## config.mk

```make
export PLATFORM = sky130hd
export DESIGN_NAME = pwm_update_sequencer_flat
export DESIGN_NICKNAME = d
export VERILOG_FILES = /design/src/rtl/pwm_update_sequencer_pkg.sv /design/src/rtl/pwm_update_sequencer_if.sv /design/src/rtl/pwm_update_sequencer_deadband.sv /design/src/rtl/pwm_update_sequencer.sv /design/src/flat_wrapper.sv
export SDC_FILE = /design/constraint.sdc
export NUM_CORES = 1
export LEC_CHECK = 0
export CORE_MARGIN = 8
export CORE_UTILIZATION = 40
export DETAILED_ROUTE_END_ITERATION = 12
export MAX_ROUTING_LAYER = met4
export PLACE_DENSITY = 0.62
export REMOVE_ABC_BUFFERS = 1
export SLEW_MARGIN = 20
export SYNTH_ARGS = -nofsm -noshare
export SYNTH_HDL_FRONTEND = slang
export SYNTH_SLANG_ARGS = --single-unit
```

## constraint.sdc

```tcl
create_clock -name clk -period 4.9 [get_ports clk]
set_input_delay 0.49 -clock clk [delete_from_list [all_inputs] [get_ports clk]]
set_output_delay 0.49 -clock clk [all_outputs]
set_load 0.02 [all_outputs]
```

## src/rtl/pwm_update_sequencer_pkg.sv

```systemverilog
// Shared definitions for the PWM update sequencer: register map, FSM states, safe-state values.
// Latency: none (declarations and pure combinational helpers only).
// Backpressure: not applicable.
package pwm_pkg;

   // Modulator register map
   localparam logic [3:0] CMPL0   = 4'h0;
   localparam logic [3:0] CMPH0   = 4'h1;
   localparam logic [3:0] CMPL1   = 4'h2;
   localparam logic [3:0] CMPH1   = 4'h3;
   localparam logic [3:0] CMPL2   = 4'h4;
   localparam logic [3:0] CMPH2   = 4'h5;
   localparam logic [3:0] MAXCTR  = 4'h8;
   localparam logic [3:0] UPD0    = 4'hA;
   localparam logic [3:0] UPDMAX  = 4'hB;
   localparam logic [3:0] TRIG0   = 4'hC;
   localparam logic [3:0] TRIGMAX = 4'hD;
   localparam logic [3:0] UPDATE  = 4'hF;

   // All-off compare values: low edge at zero, high edge at full scale
   localparam logic [15:0] SAFE_LOW  = 16'h0000;
   localparam logic [15:0] SAFE_HIGH = 16'hFFFF;

   localparam int N_PHASES = 3;

   // Index of the last write slot in each burst
   localparam logic [2:0] INIT_LAST = 3'd3;
   localparam logic [2:0] LOAD_LAST = 3'd7;
   localparam logic [2:0] SAFE_LAST = 3'd6;

   typedef enum logic [2:0] {
      ST_INIT,
      ST_IDLE,
      ST_LOAD,
      ST_WAIT_SYNC,
      ST_SAFE_LOAD,
      ST_SAFE_HOLD
   } state_t;

   // Dead-band-adjusted compare pair for one phase
   typedef struct packed {
      logic [15:0] high;
      logic [15:0] low;
   } edges_t;

   // Sync configuration register written in each INIT slot
   function automatic logic [3:0] init_addr(input logic [1:0] slot);
      case (slot)
         2'd0:    return UPD0;
         2'd1:    return UPDMAX;
         2'd2:    return TRIG0;
         default: return TRIGMAX;
      endcase
   endfunction

   // Register written in each command burst slot
   function automatic logic [3:0] load_addr(input logic [2:0] slot);
      case (slot)
         3'd0:    return CMPL0;
         3'd1:    return CMPH0;
         3'd2:    return CMPL1;
         3'd3:    return CMPH1;
         3'd4:    return CMPL2;
         3'd5:    return CMPH2;
         3'd6:    return MAXCTR;
         default: return UPDATE;
      endcase
   endfunction

   // Register written in each safe burst slot; the period register is skipped
   function automatic logic [3:0] safe_addr(input logic [2:0] slot);
      case (slot)
         3'd0:    return CMPL0;
         3'd1:    return CMPH0;
         3'd2:    return CMPL1;
         3'd3:    return CMPH1;
         3'd4:    return CMPL2;
         3'd5:    return CMPH2;
         default: return UPDATE;
      endcase
   endfunction

endpackage

```

## src/rtl/pwm_update_sequencer_if.sv

```systemverilog
// Command channel and modulator register bus between sequencer and its environment.
// Latency: none (wires only).
// Backpressure: cmd_valid/cmd_ready handshake; register bus has no waitrequest.
interface pwm_update_sequencer_if;
   logic        cmd_valid;
   logic        cmd_ready;
   logic [47:0] cmd_center;
   logic [15:0] cmd_period;
   logic        pwm_irq;
   logic [3:0]  pwm_addr;
   logic        pwm_write;
   logic [31:0] pwm_writedata;

   // Sequencer side: accepts commands, drives the register bus
   modport master (
      input  cmd_valid, cmd_center, cmd_period, pwm_irq,
      output cmd_ready, pwm_addr, pwm_write, pwm_writedata
   );

   // Environment side: command source plus modulator register slave
   modport slave (
      output cmd_valid, cmd_center, cmd_period, pwm_irq,
      input  cmd_ready, pwm_addr, pwm_write, pwm_writedata
   );
endinterface

```

## src/rtl/pwm_update_sequencer_deadband.sv

```systemverilog
// Saturating center-to-(low, high) compare pair for one phase.
// Latency: combinational.
// Backpressure: none.
module pwm_deadband
   import pwm_pkg::*;
#(
   parameter logic [15:0] DEADTIME = 16'd50
) (
   input  logic [15:0] center,
   output edges_t      edges
);

   logic [16:0] sum;
   logic [16:0] diff;

   // 17-bit add/subtract; the extra bit flags overflow/borrow and selects the clamp
   always_comb begin
      sum        = {1'b0, center} + {1'b0, DEADTIME};
      diff       = {1'b0, center} - {1'b0, DEADTIME};
      edges.high = sum[16]  ? 16'hFFFF : sum[15:0];
      edges.low  = diff[16] ? 16'h0000 : diff[15:0];
   end

endmodule

```

## src/rtl/pwm_update_sequencer.sv

```systemverilog
// Sequences modulator register writes: sync setup after reset, per-command compare burst, fault safe burst.
// Latency: first write one cycle after reset release / command accept / fault sample; one write per cycle.
// Backpressure: cmd_ready only in IDLE without fault; next command held off until the modulator sync IRQ.
module pwm_update_sequencer
   import pwm_pkg::*;
#(
   parameter logic [15:0] DEADTIME    = 16'd50,
   parameter bit          SYNC_AT_MAX = 1'b0
) (
   input  logic                          clk,
   input  logic                          reset_n,
   pwm_update_sequencer_if.master        bus,
   input  logic                          fault,
   output logic                          fault_active,
   output logic                          busy
);

   state_t      state_q, state_d;
   logic [2:0]  idx_q, idx_d;
   logic        irq_seen_q, irq_seen_d;
   logic        wr_q, wr_d;
   logic [3:0]  addr_q, addr_d;
   logic [31:0] wdat_q, wdat_d;
   logic        cmd_accept;
   logic        ready_int;

   edges_t      db     [N_PHASES];
   edges_t      cmd_q  [N_PHASES];
   logic [15:0] period_q;

   logic [15:0] init_word;
   logic [15:0] load_word;
   logic [15:0] safe_word;

   for (genvar p = 0; p < N_PHASES; p++) begin : g_db
      pwm_deadband #(.DEADTIME(DEADTIME)) u_db (
         .center (bus.cmd_center[16*p +: 16]),
         .edges  (db[p])
      );
   end

   assign ready_int     = (state_q == ST_IDLE) && !fault;
   assign bus.cmd_ready = ready_int;
   assign busy          = (state_q != ST_IDLE);
   assign fault_active  = (state_q == ST_SAFE_LOAD) || (state_q == ST_SAFE_HOLD);

   assign bus.pwm_write     = wr_q;
   assign bus.pwm_addr      = addr_q;
   assign bus.pwm_writedata = wdat_q;

   // Data word for the current slot of each burst type
   always_comb begin
      init_word = {15'b0, (idx_q[0] ? SYNC_AT_MAX : ~SYNC_AT_MAX)};
      safe_word = (idx_q == SAFE_LAST) ? 16'h0001 : (idx_q[0] ? SAFE_HIGH : SAFE_LOW);
      load_word = 16'h0001;
      case (idx_q)
         3'd0:    load_word = cmd_q[0].low;
         3'd1:    load_word = cmd_q[0].high;
         3'd2:    load_word = cmd_q[1].low;
         3'd3:    load_word = cmd_q[1].high;
         3'd4:    load_word = cmd_q[2].low;
         3'd5:    load_word = cmd_q[2].high;
         3'd6:    load_word = period_q;
         default: load_word = 16'h0001;
      endcase
   end

   // Next state, slot counter and next register-bus write
   always_comb begin
      state_d    = state_q;
      idx_d      = idx_q;
      irq_seen_d = irq_seen_q;
      wr_d       = 1'b0;
      addr_d     = addr_q;
      wdat_d     = wdat_q;
      cmd_accept = 1'b0;

      case (state_q)
         ST_INIT: begin
            wr_d   = 1'b1;
            addr_d = init_addr(idx_q[1:0]);
            wdat_d = {16'h0000, init_word};
            if (idx_q == INIT_LAST) begin
               // A fault seen during setup is honoured only once setup is complete
               idx_d      = '0;
               irq_seen_d = 1'b0;
               state_d    = fault ? ST_SAFE_LOAD : ST_IDLE;
            end else begin
               idx_d = idx_q + 3'd1;
            end
         end

         ST_IDLE: begin
            if (fault) begin
               state_d    = ST_SAFE_LOAD;
               idx_d      = '0;
               irq_seen_d = 1'b0;
            end else if (bus.cmd_valid) begin
               cmd_accept = 1'b1;
               state_d    = ST_LOAD;
               idx_d      = '0;
            end
         end

         ST_LOAD: begin
            if (fault) begin
               // Abort: this edge issues no command write
               state_d    = ST_SAFE_LOAD;
               idx_d      = '0;
               irq_seen_d = 1'b0;
            end else begin
               wr_d   = 1'b1;
               addr_d = load_addr(idx_q);
               wdat_d = {16'h0000, load_word};
               if (idx_q == LOAD_LAST) begin
                  idx_d   = '0;
                  state_d = ST_WAIT_SYNC;
               end else begin
                  idx_d = idx_q + 3'd1;
               end
            end
         end

         ST_WAIT_SYNC: begin
            if (fault) begin
               state_d    = ST_SAFE_LOAD;
               idx_d      = '0;
               irq_seen_d = 1'b0;
            end else if (bus.pwm_irq) begin
               state_d = ST_IDLE;
            end
         end

         ST_SAFE_LOAD: begin
            wr_d   = 1'b1;
            addr_d = safe_addr(idx_q);
            wdat_d = {16'h0000, safe_word};
            if (bus.pwm_irq) irq_seen_d = 1'b1;
            if (idx_q == SAFE_LAST) begin
               idx_d   = '0;
               state_d = ST_SAFE_HOLD;
            end else begin
               idx_d = idx_q + 3'd1;
            end
         end

         ST_SAFE_HOLD: begin
            // Leave only once the safe values have reached the modulator via a sync point
            if (bus.pwm_irq) irq_seen_d = 1'b1;
            if (!fault && (irq_seen_q || bus.pwm_irq)) state_d = ST_IDLE;
         end

         default: begin
            state_d = ST_INIT;
            idx_d   = '0;
         end
      endcase
   end

   // FSM state and registered register-bus outputs
   always_ff @(posedge clk or negedge reset_n) begin
      if (!reset_n) begin
         state_q    <= ST_INIT;
         idx_q      <= '0;
         irq_seen_q <= 1'b0;
         wr_q       <= 1'b0;
         addr_q     <= '0;
         wdat_q     <= '0;
      end else begin
         state_q    <= state_d;
         idx_q      <= idx_d;
         irq_seen_q <= irq_seen_d;
         wr_q       <= wr_d;
         addr_q     <= addr_d;
         wdat_q     <= wdat_d;
      end
   end

   // Capture dead-band pairs and period when a command is accepted
   always_ff @(posedge clk or negedge reset_n) begin
      if (!reset_n) begin
         for (int p = 0; p < N_PHASES; p++) cmd_q[p] <= '0;
         period_q <= '0;
      end else if (cmd_accept) begin
         for (int p = 0; p < N_PHASES; p++) cmd_q[p] <= db[p];
         period_q <= bus.cmd_period;
      end
   end

endmodule

```

## src/flat_wrapper.sv

```systemverilog
// flat-port wrapper written by rule: the top's interface ports become plain ports
module pwm_update_sequencer_flat import pwm_pkg::*;
#(
   parameter logic [15:0] DEADTIME    = 16'd50,
   parameter bit          SYNC_AT_MAX = 1'b0
)
  (clk, reset_n, fault, fault_active, busy, bus_cmd_valid, bus_cmd_center, bus_cmd_period, bus_pwm_irq, bus_cmd_ready, bus_pwm_addr, bus_pwm_write, bus_pwm_writedata);
  pwm_update_sequencer_if bus_i ();
  input  logic clk;
  input  logic reset_n;
  input  logic fault;
  output logic fault_active;
  output logic busy;
  input wire logic [$bits(bus_i.cmd_valid)-1:0] bus_cmd_valid;
  input wire logic [$bits(bus_i.cmd_center)-1:0] bus_cmd_center;
  input wire logic [$bits(bus_i.cmd_period)-1:0] bus_cmd_period;
  input wire logic [$bits(bus_i.pwm_irq)-1:0] bus_pwm_irq;
  output wire logic [$bits(bus_i.cmd_ready)-1:0] bus_cmd_ready;
  output wire logic [$bits(bus_i.pwm_addr)-1:0] bus_pwm_addr;
  output wire logic [$bits(bus_i.pwm_write)-1:0] bus_pwm_write;
  output wire logic [$bits(bus_i.pwm_writedata)-1:0] bus_pwm_writedata;
  assign bus_i.cmd_valid = bus_cmd_valid;
  assign bus_i.cmd_center = bus_cmd_center;
  assign bus_i.cmd_period = bus_cmd_period;
  assign bus_i.pwm_irq = bus_pwm_irq;
  assign bus_cmd_ready = bus_i.cmd_ready;
  assign bus_pwm_addr = bus_i.pwm_addr;
  assign bus_pwm_write = bus_i.pwm_write;
  assign bus_pwm_writedata = bus_i.pwm_writedata;
  pwm_update_sequencer #(.DEADTIME(DEADTIME), .SYNC_AT_MAX(SYNC_AT_MAX)) u_core (.clk(clk), .reset_n(reset_n), .bus(bus_i), .fault(fault), .fault_active(fault_active), .busy(busy));
endmodule
```

==> results_dict.tcl <==
set metrics [dict create \
    vias_per_cell 5.542 \
    num-nets-final 1054 \
    coreArea_mm2 0.02096 \
    port-buffer-count 92 \
    fin_cells 1258 \
    clockRootBuffer "clkbuf_16" \
    numCtsBuffers 17 \
    ys_seq_area_share_pct 41.09 \
    syn_to_final_growth_pct 18.12 \
    status "finished, final reports clean" \
    seq_area_mm2 0.003503 \
    path_clk_slew_ps 60 \
    antenna_found_initial 0 \
    grt.total_usage_pct 18.12 \
    crit_path_max_incr_delay_ps 760 \
    dpl.hpwl_um 15920 \
    wl_per_cell_um 18.38 \
    path_max_fanout 21 \
    synth_seq_cells 140 \
    start_util_pct 40.69 \
    critPathBufInv 1 \
    path_depth 2 \
    ff2ff_path_depth 7 \
    fin_tns_setup_ps 0 \
    drt_iter0_markers 628 \
    setup_viol 0 \
    ctsResizeCount 0 \
    io_pins 109 \
    slew_violations 0 \
    synth_async_sr_flop_share_pct 100.0 \
    r2r_slack_ps 2080 \
    grt_max_degree 95 \
    dieHeight_um 162.0 \
    num_vias 6972 \
    drcViolationCount 0 \
    ys.flop_type "dfrtp_1" \
    path_delay_family "flip-flops" \
    syn_inst 935 \
    setup_slack_ps 1991 \
    ys_top_cells_by_area "dfrtp_1 (41%), nand2_1 (5.9%), mux2_2 (4.5%)" \
    multiInputGateArea_mm2 0.004537 \
    power_density_mw_per_mm2 563.2 \
    ys_warn_count 0 \
    cts_tree "done" \
    synth.distinct_cells 70 \
    hold_viol 0 \
    placed_cells 1227 \
    min_period_ps 2909 \
    grt_pass1_vias 6851 \
    synth_most_common_cell "dfrtp_1" \
    syn_avg_cell_area_um2 9.120 \
    overflow 0 \
    dr.pass1.iters 6 \
    critPathRequiredTime_ps 4410 \
    end_kind "primary output" \
    hp-class "input port to async pin" \
    regToRegEndpoint "u_core.bus.pwm_writedata[11]" \
    ir_drop_mv 0.2497 \
    finClkSkew_ps 7.066 \
    cts_sinks 140 \
    cp_cell_sequence "nor4b_2, clkdlybuf4s50_1" \
    cts_setup_buffers 0 \
    worst_slew_pin_slew_ps 928.6 \
    clock.fmax_ghz 0.3438 \
    drive_above_1_share_pct 10.17 \
    htree_levels 4 \
    r2r-start "u_core.idx_q[2]" \
    worst_ep_arrival_time_ps 2420 \
    wirelength_um 23120 \
    synth_commonest_cells "dfrtp_1 (140), nand2_1 (135), nor2_1 (81)" \
    dieArea_mm2 0.02625 \
    worstSkewPairLatency_ps 430 \
    cp_slowest_cell "dfrtp_1" \
    nFillCells 2069 \
    path_class "flop to primary output" \
    synth_edf_count 0 \
    synth_top_area_cell "dfrtp_1" \
    rsz0062_at_grt "false" \
    cts_buffer_depth 2 \
    pre_cts_slack_ps 1894 \
    rows 53 \
    place.gp.congestion 0.9199 \
    postCtsHoldBufs 0 \
    drt.antenna.violating_nets 0 \
    max_slew_margin_pct 37.67 \
    netlist_area_mm2 0.008527 \
    synth.top_cell.area_share_pct 41.09 \
    grt_pass1_wl_um 36700 \
    finalCritPeriodShare_pct 59.37 \
    die-width_um 162.0 \
    maxCapViolCount 0 \
    num_antenna_cells 0 \
    critPathLaunchType "flop" \
    p_leak_uw 0.004136 \
]
flip-flops by register name (all words and copies together) (netlist names):
signal,flops
u_core.cmd_q,96
u_core.bus.pwm_addr,4
u_core.irq_seen_q,1
u_core.idx_q,3
u_core.bus.pwm_writedata,16
u_core.period_q,16
u_core.bus.pwm_write,1
u_core.state_q,3
per-stage QoR:
stage                     utilization [%]  hold WS (ps)  cell area [um2]  total power [uW]
final                               48.07         173.8            10070              5672
after global routing                48.07         237.8            10070              6048
after CTS                           48.07         202.3            10070              5709
after detailed placement            45.13         460.8             9458              4335
after global placement              45.13         455.5             9458              4289
after floorplan                         -         194.4             8087              3488
per-layer routing:
metal | GRT usage, % | share of wire, % | wire [um]
met5 | - | 0 | 0
met1 | 22.79 | 46 | 10550
met3 | 3.948 | 4.7 | 1082
met2 | 28.91 | 48 | 11160
met4 | 5.261 | 1.4 | 326
cell usage in the layout, fill, tap and decap left out, types with 11 or more instances in the layout:
cell             count
dfrtp_1            140
nand2_1            134
clkdlybuf4s50_1     91
nor2_1              81
a21oi_1             42
xnor2_1             37
o21ai_0             36
mux2_2              34
a31oi_1             31
o31ai_1             30
xor2_1              25
a22oi_1             20
clkbuf_16           17
mux2i_1             16
conb_1              16
nand3_1             15
inv_1               14
nor3_1              14
ha_1                14
a211o_1             11
worst max-delay path by stage:
stage | from | endpoint | slack [ps]
floorplan | u_core.state_q[0] | u_core.cmd_q[13] | 1140
global placement | fault | u_core.cmd_q[48] | 1960
detailed placement | fault | u_core.cmd_q[36] | 1890
CTS | u_core.state_q[0] | bus_cmd_ready | 2000
global route | u_core.idx_q[2] | u_core.bus.pwm_writedata[11] | 1840
finish | u_core.state_q[0] | bus_cmd_ready | 1990
area by class of cell:
class                      count  area share (%)
clock buffer                  19           4.398
clock inverter                12           1.702
inverter                      15          0.5590
tap                          275           3.416
timing repair buffer         103           10.10
multi-input combinational    694           45.04
sequential                   140           34.78
logic make-up (layout without fill, tap and decap cells):
group                    after synthesis  in the layout  share of synthesized area (%)
buffers and inverters                116            149                          6.486
XOR/XNOR                              62             62                          6.368
AO/OA/AOI/OAI                        236            236                          19.93
flip-flops                           140            140                          41.09
AND/OR/NAND/NOR                      316            316                          17.67
adder cells (fa/ha/maj)               14             14                          2.054
other                                  1             16                        0.04398
multiplexers                          50             50                          6.368
report_power, final:
part	total [uW]	switching, uW	internal (uW)
sequential	2060	366	1690
combinational	2250	1230	1020
clock	1370	510	858
Note: power is estimated with default switching activity, not from simulation.
